### src/rtl/multicycle_controller_pkg.sv
// multicycle_controller_pkg: shared states, opcodes, function codes and ALU encodings
package multicycle_controller_pkg;
  typedef enum logic [3:0] {
    S_FETCH, S_DECODE, S_MEMADR, S_MEMRD, S_MEMWB, S_MEMWR, S_EXEC,
    S_RTYPEWB, S_BEQ, S_BNE, S_ADDIEX, S_ADDIWB, S_HALT
  } state_t;
  typedef enum logic [1:0] {ALUOP_ADD, ALUOP_SUB, ALUOP_FUNCT} aluop_t;
  localparam logic [5:0] OP_RTYPE = 6'h00, OP_LW = 6'h23, OP_SW = 6'h2B;
  localparam logic [5:0] OP_BEQ = 6'h04, OP_BNE = 6'h05, OP_ADDI = 6'h08;
  localparam logic [5:0] FN_ADD = 6'h20, FN_SUB = 6'h22, FN_AND = 6'h24;
  localparam logic [5:0] FN_OR = 6'h25, FN_NOR = 6'h27, FN_SLT = 6'h2A;
  localparam logic [3:0] ALU_AND = 4'b0000, ALU_OR = 4'b0001, ALU_ADD = 4'b0010;
  localparam logic [3:0] ALU_SUB = 4'b0110, ALU_SLT = 4'b0111, ALU_NOR = 4'b1100;
  localparam logic [1:0] SRCB_B = 2'b00, SRCB_ONE = 2'b01, SRCB_IMM = 2'b10;
  function automatic logic fn_ok(input logic [5:0] f);
    return f inside {FN_ADD, FN_SUB, FN_AND, FN_OR, FN_NOR, FN_SLT};
  endfunction
endpackage

### src/rtl/multicycle_controller_if.sv
// multicycle_controller_if: datapath <-> controller signals; master = datapath, slave = controller
interface multicycle_controller_if #(parameter int CNT_W = 16);
  logic [5:0] Op, Function;
  logic Zero;
  logic IorD, MemRead, MemWrite, MemtoReg, IRWrite, PCSource;
  logic [1:0] ALUSrcB;
  logic ALUSrcA, RegWrite, RegDst, PCSel;
  logic [3:0] ALUCtrl;
  logic Illegal, Halted;
  logic [CNT_W-1:0] Retired;
  modport master(
    output Op, Function, Zero,
    input IorD, MemRead, MemWrite, MemtoReg, IRWrite, PCSource, ALUSrcB,
    input ALUSrcA, RegWrite, RegDst, PCSel, ALUCtrl, Illegal, Halted, Retired
  );
  modport slave(
    input Op, Function, Zero,
    output IorD, MemRead, MemWrite, MemtoReg, IRWrite, PCSource, ALUSrcB,
    output ALUSrcA, RegWrite, RegDst, PCSel, ALUCtrl, Illegal, Halted, Retired
  );
endinterface

### src/rtl/multicycle_controller_alu_decoder.sv
// alu_decoder: maps ALUOp plus Function to the 4-bit ALU control code
module alu_decoder import multicycle_controller_pkg::*; (
  input  aluop_t     i_alu_op,
  input  logic [5:0] i_funct,
  output logic [3:0] o_alu_ctrl
);
  logic [3:0] w_funct_ctrl;
  always_comb begin
    w_funct_ctrl = i_funct == FN_SUB ? ALU_SUB :
                   i_funct == FN_AND ? ALU_AND :
                   i_funct == FN_OR  ? ALU_OR  :
                   i_funct == FN_NOR ? ALU_NOR :
                   i_funct == FN_SLT ? ALU_SLT : ALU_ADD;
    o_alu_ctrl = i_alu_op == ALUOP_ADD ? ALU_ADD :
                 i_alu_op == ALUOP_SUB ? ALU_SUB : w_funct_ctrl;
  end
endmodule

### src/rtl/multicycle_controller.sv
// multicycle_controller: control FSM for the multicycle MIPS-subset datapath,
// with illegal-instruction detection, optional halt and a retired-instruction counter
module multicycle_controller import multicycle_controller_pkg::*; #(
  parameter bit HALT_ON_ILLEGAL = 1'b0,
  parameter int CNT_W = 16
) (
  input logic clk,
  input logic reset,
  multicycle_controller_if.slave bus
);
  state_t r_state, w_next;
  aluop_t w_alu_op;
  logic [CNT_W-1:0] r_retired;
  logic w_legal, w_retire;
  assign w_legal = bus.Op inside {OP_LW, OP_SW, OP_BEQ, OP_BNE, OP_ADDI} ||
                   (bus.Op == OP_RTYPE && fn_ok(bus.Function));
  assign w_retire = r_state inside {S_MEMWB, S_MEMWR, S_RTYPEWB, S_ADDIWB, S_BEQ, S_BNE};
  assign bus.Retired = r_retired;
  alu_decoder u_alu_dec (.i_alu_op(w_alu_op), .i_funct(bus.Function), .o_alu_ctrl(bus.ALUCtrl));
  always_ff @(posedge clk) begin
    r_state <= reset ? S_FETCH : w_next;
    r_retired <= reset ? '0 : r_retired + CNT_W'(w_retire);
  end
  // Outputs are forced to their idle values while reset is high, whatever the state register holds
  always_comb begin
    w_next = r_state;
    w_alu_op = ALUOP_ADD;
    bus.IorD = 1'b0;
    bus.MemRead = 1'b0;
    bus.MemWrite = 1'b0;
    bus.MemtoReg = 1'b0;
    bus.IRWrite = 1'b0;
    bus.PCSource = 1'b0;
    bus.ALUSrcB = SRCB_B;
    bus.ALUSrcA = 1'b0;
    bus.RegWrite = 1'b0;
    bus.RegDst = 1'b0;
    bus.PCSel = 1'b0;
    bus.Illegal = 1'b0;
    bus.Halted = 1'b0;
    if (!reset) begin
      case (r_state)
        S_FETCH: begin
          bus.MemRead = 1'b1;
          bus.IRWrite = 1'b1;
          bus.ALUSrcB = SRCB_ONE;
          bus.PCSel = 1'b1;
          w_next = S_DECODE;
        end
        S_DECODE: begin
          bus.ALUSrcB = SRCB_IMM;
          bus.Illegal = !w_legal;
          w_next = !w_legal ? (HALT_ON_ILLEGAL ? S_HALT : S_FETCH) :
                   bus.Op == OP_RTYPE ? S_EXEC :
                   bus.Op == OP_BEQ   ? S_BEQ  :
                   bus.Op == OP_BNE   ? S_BNE  :
                   bus.Op == OP_ADDI  ? S_ADDIEX : S_MEMADR;
        end
        S_MEMADR, S_ADDIEX: begin
          bus.ALUSrcA = 1'b1;
          bus.ALUSrcB = SRCB_IMM;
          w_next = r_state == S_ADDIEX ? S_ADDIWB : bus.Op == OP_LW ? S_MEMRD : S_MEMWR;
        end
        S_MEMRD, S_MEMWR: begin
          bus.IorD = 1'b1;
          bus.MemRead = r_state == S_MEMRD;
          bus.MemWrite = r_state == S_MEMWR;
          bus.ALUSrcA = 1'b1;
          bus.ALUSrcB = SRCB_IMM;
          w_next = r_state == S_MEMRD ? S_MEMWB : S_FETCH;
        end
        S_MEMWB, S_RTYPEWB, S_ADDIWB: begin
          bus.RegWrite = 1'b1;
          bus.MemtoReg = r_state == S_MEMWB;
          bus.RegDst = r_state == S_RTYPEWB;
          w_next = S_FETCH;
        end
        S_EXEC: begin
          bus.ALUSrcA = 1'b1;
          w_alu_op = ALUOP_FUNCT;
          w_next = S_RTYPEWB;
        end
        S_BEQ, S_BNE: begin
          bus.ALUSrcA = 1'b1;
          w_alu_op = ALUOP_SUB;
          bus.PCSource = 1'b1;
          bus.PCSel = bus.Zero ^ (r_state == S_BNE);
          w_next = S_FETCH;
        end
        S_HALT: bus.Halted = 1'b1;
        default: w_next = S_FETCH;
      endcase
    end
  end
endmodule

### src/flat_wrapper.sv
// flat-port wrapper written by rule: the top's interface ports become plain ports
module multicycle_controller_flat import multicycle_controller_pkg::*;
#(
  parameter bit HALT_ON_ILLEGAL = 1'b0,
  parameter int CNT_W = 16
)
  (clk, reset, bus_Op, bus_Function, bus_Zero, bus_IorD, bus_MemRead, bus_MemWrite, bus_MemtoReg, bus_IRWrite, bus_PCSource, bus_ALUSrcB, bus_ALUSrcA, bus_RegWrite, bus_RegDst, bus_PCSel, bus_ALUCtrl, bus_Illegal, bus_Halted, bus_Retired);
  multicycle_controller_if #(.CNT_W(CNT_W)) bus_i ();
  input logic clk;
  input logic reset;
  input wire logic [$bits(bus_i.Op)-1:0] bus_Op;
  input wire logic [$bits(bus_i.Function)-1:0] bus_Function;
  input wire logic [$bits(bus_i.Zero)-1:0] bus_Zero;
  output wire logic [$bits(bus_i.IorD)-1:0] bus_IorD;
  output wire logic [$bits(bus_i.MemRead)-1:0] bus_MemRead;
  output wire logic [$bits(bus_i.MemWrite)-1:0] bus_MemWrite;
  output wire logic [$bits(bus_i.MemtoReg)-1:0] bus_MemtoReg;
  output wire logic [$bits(bus_i.IRWrite)-1:0] bus_IRWrite;
  output wire logic [$bits(bus_i.PCSource)-1:0] bus_PCSource;
  output wire logic [$bits(bus_i.ALUSrcB)-1:0] bus_ALUSrcB;
  output wire logic [$bits(bus_i.ALUSrcA)-1:0] bus_ALUSrcA;
  output wire logic [$bits(bus_i.RegWrite)-1:0] bus_RegWrite;
  output wire logic [$bits(bus_i.RegDst)-1:0] bus_RegDst;
  output wire logic [$bits(bus_i.PCSel)-1:0] bus_PCSel;
  output wire logic [$bits(bus_i.ALUCtrl)-1:0] bus_ALUCtrl;
  output wire logic [$bits(bus_i.Illegal)-1:0] bus_Illegal;
  output wire logic [$bits(bus_i.Halted)-1:0] bus_Halted;
  output wire logic [$bits(bus_i.Retired)-1:0] bus_Retired;
  assign bus_i.Op = bus_Op;
  assign bus_i.Function = bus_Function;
  assign bus_i.Zero = bus_Zero;
  assign bus_IorD = bus_i.IorD;
  assign bus_MemRead = bus_i.MemRead;
  assign bus_MemWrite = bus_i.MemWrite;
  assign bus_MemtoReg = bus_i.MemtoReg;
  assign bus_IRWrite = bus_i.IRWrite;
  assign bus_PCSource = bus_i.PCSource;
  assign bus_ALUSrcB = bus_i.ALUSrcB;
  assign bus_ALUSrcA = bus_i.ALUSrcA;
  assign bus_RegWrite = bus_i.RegWrite;
  assign bus_RegDst = bus_i.RegDst;
  assign bus_PCSel = bus_i.PCSel;
  assign bus_ALUCtrl = bus_i.ALUCtrl;
  assign bus_Illegal = bus_i.Illegal;
  assign bus_Halted = bus_i.Halted;
  assign bus_Retired = bus_i.Retired;
  multicycle_controller #(.HALT_ON_ILLEGAL(HALT_ON_ILLEGAL), .CNT_W(CNT_W)) u_core (.clk(clk), .reset(reset), .bus(bus_i));
endmodule
### config.mk
export PLATFORM = sky130hd
export DESIGN_NAME = multicycle_controller_flat
export DESIGN_NICKNAME = d
export VERILOG_FILES = /design/src/rtl/multicycle_controller_pkg.sv /design/src/rtl/multicycle_controller_if.sv /design/src/rtl/multicycle_controller_alu_decoder.sv /design/src/rtl/multicycle_controller.sv /design/src/flat_wrapper.sv
export SDC_FILE = /design/constraint.sdc
export NUM_CORES = 1
export LEC_CHECK = 0
export ABC_CLOCK_PERIOD_IN_PS = 2300
export CELL_PAD_IN_SITES_DETAIL_PLACEMENT = 0
export CELL_PAD_IN_SITES_GLOBAL_PLACEMENT = 2
export CORE_MARGIN = 2
export CORE_UTILIZATION = 25
export DETAILED_ROUTE_END_ITERATION = 8
export PLACE_DENSITY = 0.91
export SLEW_MARGIN = 20
export SYNTH_ARGS = -nofsm -noshare
export SYNTH_HDL_FRONTEND = slang
export SYNTH_SLANG_ARGS = --single-unit
export TNS_END_PERCENT = 50
### constraint.sdc
create_clock -name clk -period 2.3 [get_ports clk]
set_clock_uncertainty 0.05 [all_clocks]
set_input_delay 0.345 -clock clk [delete_from_list [all_inputs] [get_ports clk]]
set_output_delay 0.345 -clock clk [all_outputs]
set_load 0.01 [all_outputs]
==> out/qor.csv <==
metric,value,unit
clock-pin slew on the worst setup and hold paths,70,ps
DRT Pass-1 Iters,4,
max cap viols,0,
synth warn,0,
CP Class,in2reg,
final setup fails,0,
n_diodes,0,
Min-Delay Path Class,reg2reg,
maximum root-to-sink buffer count,2,
Worst EP arrival,2350,ps
Cell variety after synth,55,
row count,27,
Clk pwr share,41.1,%
first-pass GRT wire length,6400,µm
Pint,671,µW
Seq cells post-synth,20,
Die ar.,0.00617,mm²
post-route clock period utilization,96.9,%
most frequent cells in the layout,"buf_4 (37), clkdlybuf4s50_1 (33), nor2_1 (20), dfxtp_1 (17), xor2_1 (10)",
root buf cell,clkbuf_8,
Die Ht,78.5,µm
syn nets,189,
hold slack,458,ps
Synth Cell Area,0.00139,mm²
CORE AREA,0.00544,mm²
CTS buffer count,3,
outcome,"finished, final reports clean",
cells along the critical path,dlygate4sd2_1 > or4b_4 > o211ai_4 > buf_6 > buf_4 > buf_4 > buf_4 > buf_4 > buf_4 > buf_4 > buf_4 > a211oi_2 > o31ai_1,
Hold Fails Final Rpt,0,
sequential share of the synthesized area,28.8,%
Mapped Avg Cell Area,8.07,µm²
Peak Freq,449,MHz
DR WL/cell,11.6,µm
H-tree Lvls,1,
Setup WS post-layout,71.9,ps
aggregate global routing overflow,0,
die span in x,78.5,µm
"worst slack, placed",-340,ps
hold_buf cts,0,
Max transition margin,70.2,%
ys flop type,dfxtp_1,
final net count,268,
critical path startpoint category,input port,
total length of routed wires,3750,µm
vias post-DR,1510,
P&R area growth vs syn,65.9,%
RSZ-0062 raised after global routing,yes,
Critical Path Max Stage Delay,550,ps
initial antenna violation count,0,
CP most frequent cell,buf_4,
share of layout cells above drive strength 1,24.8,%
dpl cells,309,
P_sw,192,µW
Post-Route Setup TNS,0,ps
"most common cell after layout, fill and taps aside",buf_4,
"Slowest-stage cell, CP",or4b_4,
GRT Util Overall,12.4,%
I/O Buffers,48,
Final Critical Period,2230,ps
crit end category,flip-flop,
VDD IR-drop max,0.171,mV
CTS tree,yes,
post-DP HPWL,2780,µm
GPL Wtd Cong,0.806,
cell count after synthesis,172,
Gate power share,18.3,%
Slew @ Worst Pin,443,ps
final antenna-violating net count,0,
R2R Setup Slk,260,ps
Power Density,375,mW/mm²
worst path required time,2420,ps
total power,864,µW
"Max FO, Critical Path",3,
via-per-instance ratio,4.69,
largest net degree at the start of global routing,21,
Synth async-reset ratio,0,%
Critical path buffers and inverters,9,
# clock sinks,20,
IO Pins,49,
Sequential Power Share,40.6,%
"delay-heaviest family, CP",buffers and inverters,
sw frac,22.3,%
worst skew pair latency,260,ps
Layout Cells excl Fill,322,
Initial Util,25.5,%
number of global-route vias before repair,1469,
Pleak,0.972,nW
Post-synth EDFFs,0,
Slew Limit Fails,0,
DR iter-0 viols,21,
DR DRC count,0,
## per-layer routing
metal  vias to the layer above  part of all wire (%)  GRT usage [%]
met2                        36                    48           21.9
met5                         -                     0              0
li1                        776                     -              -
met3                         4                   3.8           2.07
met4                         0                  0.64           3.16
met1                       694                    47           15.7
## registers in the layout, indices dropped and copies added (netlist names)
register            cells
u_core.r_state          4
u_core.bus.Retired     16
## tightest hold or removal path: cells and delay by family (launching register included)
family / cells / cell delay [ps]
compound gates: 2 / 150
flops: 1 / 320
## path summary, 6_finish.rpt
path,from,to,depth (start not counted)
setup / recovery,bus_Op[5],u_core.r_state[2],13
hold / removal,u_core.bus.Retired[15],u_core.bus.Retired[15],2
setup reg to reg,u_core.r_state[3],u_core.bus.Retired[14],8
hold reg to reg,u_core.bus.Retired[15],u_core.bus.Retired[15],2
## synth_stat cells (all sizes together), types with 2 or more instances
| library cell | count | area share (%) |
|---|---|---|
| a21oi | 10 | 3.9 |
| nand4 | 6 | 2.7 |
| nor3 | 4 | 1.4 |
| nor3b | 3 | 2.0 |
| nand3 | 6 | 2.2 |
| or3 | 3 | 1.4 |
| buf | 9 | 4.4 |
| nor2 | 21 | 5.7 |
| nand2 | 9 | 2.4 |
| and3 | 2 | 0.90 |
| nand2b | 8 | 4.1 |
| xor2 | 10 | 6.3 |
| nor2b | 4 | 1.8 |
| dfxtp | 20 | 29 |
| ha | 2 | 1.8 |
| nor4 | 3 | 1.8 |
| inv | 3 | 0.81 |
| and2 | 2 | 0.90 |
| o31ai | 2 | 1.1 |
| or4b | 3 | 2.4 |
| nand4b | 2 | 1.3 |
| xnor2 | 3 | 1.9 |
| and4 | 3 | 1.9 |
| o22a | 2 | 1.3 |
| a21o | 2 | 1.1 |
| clkbuf | 3 | 0.81 |
| o21ai | 7 | 2.5 |
| or2 | 3 | 1.4 |
## stage by stage
stage | instance area [µm²] | utilization (%)
floorplan | 1390 | -
CTS | 2240 | 41.2
global placement | 2100 | 38.7
detailed placement | 2100 | 38.7
finish | 2300 | 42.4
global route | 2300 | 42.4
## kinds of logic (layout without fill, tap and decap cells)
family	count (synthesis)	count (layout)	share of synthesized area, %
mux	1	1	0.721
buf+inv	15	93	6.04
compound gates	35	35	17.6
simple gates	85	85	36.1
xor+xnor	13	13	8.20
fa+ha+maj	3	3	2.52
flops	20	20	28.8
## power by group through the flow
| stage | registers, mW | logic, mW | clock network [mW] |
|---|---|---|---|
| 6_report | 0.351 | 0.158 | 0.355 |
| 2_1_floorplan | 0.357 | 0.0638 | 0 |
| 4_1_cts | 0.350 | 0.151 | 0.364 |
| 5_1_grt | 0.351 | 0.171 | 0.380 |
| 3_3_place_gp | 0.358 | 0.141 | 0 |
| 3_5_place_dp | 0.358 | 0.141 | 0 |
## cell type report
type | count | area, µm²
multi-input cells | 137 | 957
inverters | 3 | 11.3
clock buffers | 3 | 41.3
fillers | 578 | 3140
flip-flops and latches | 20 | 404
clock inverters | 1 | 30.0
repair buffers | 86 | 769
well taps | 72 | 90.1
## what timing repair did
item | in CTS | in global routing
setup endpoints to repair | 12 | 8
pin swaps | 4 | 3
setup buffers | 8 | 1
hold endpoints to repair | 0 | 0
gates cloned | 0 | 0
gates resized for setup | 16 | 17
Note: power is estimated with default switching activity, not from simulation.
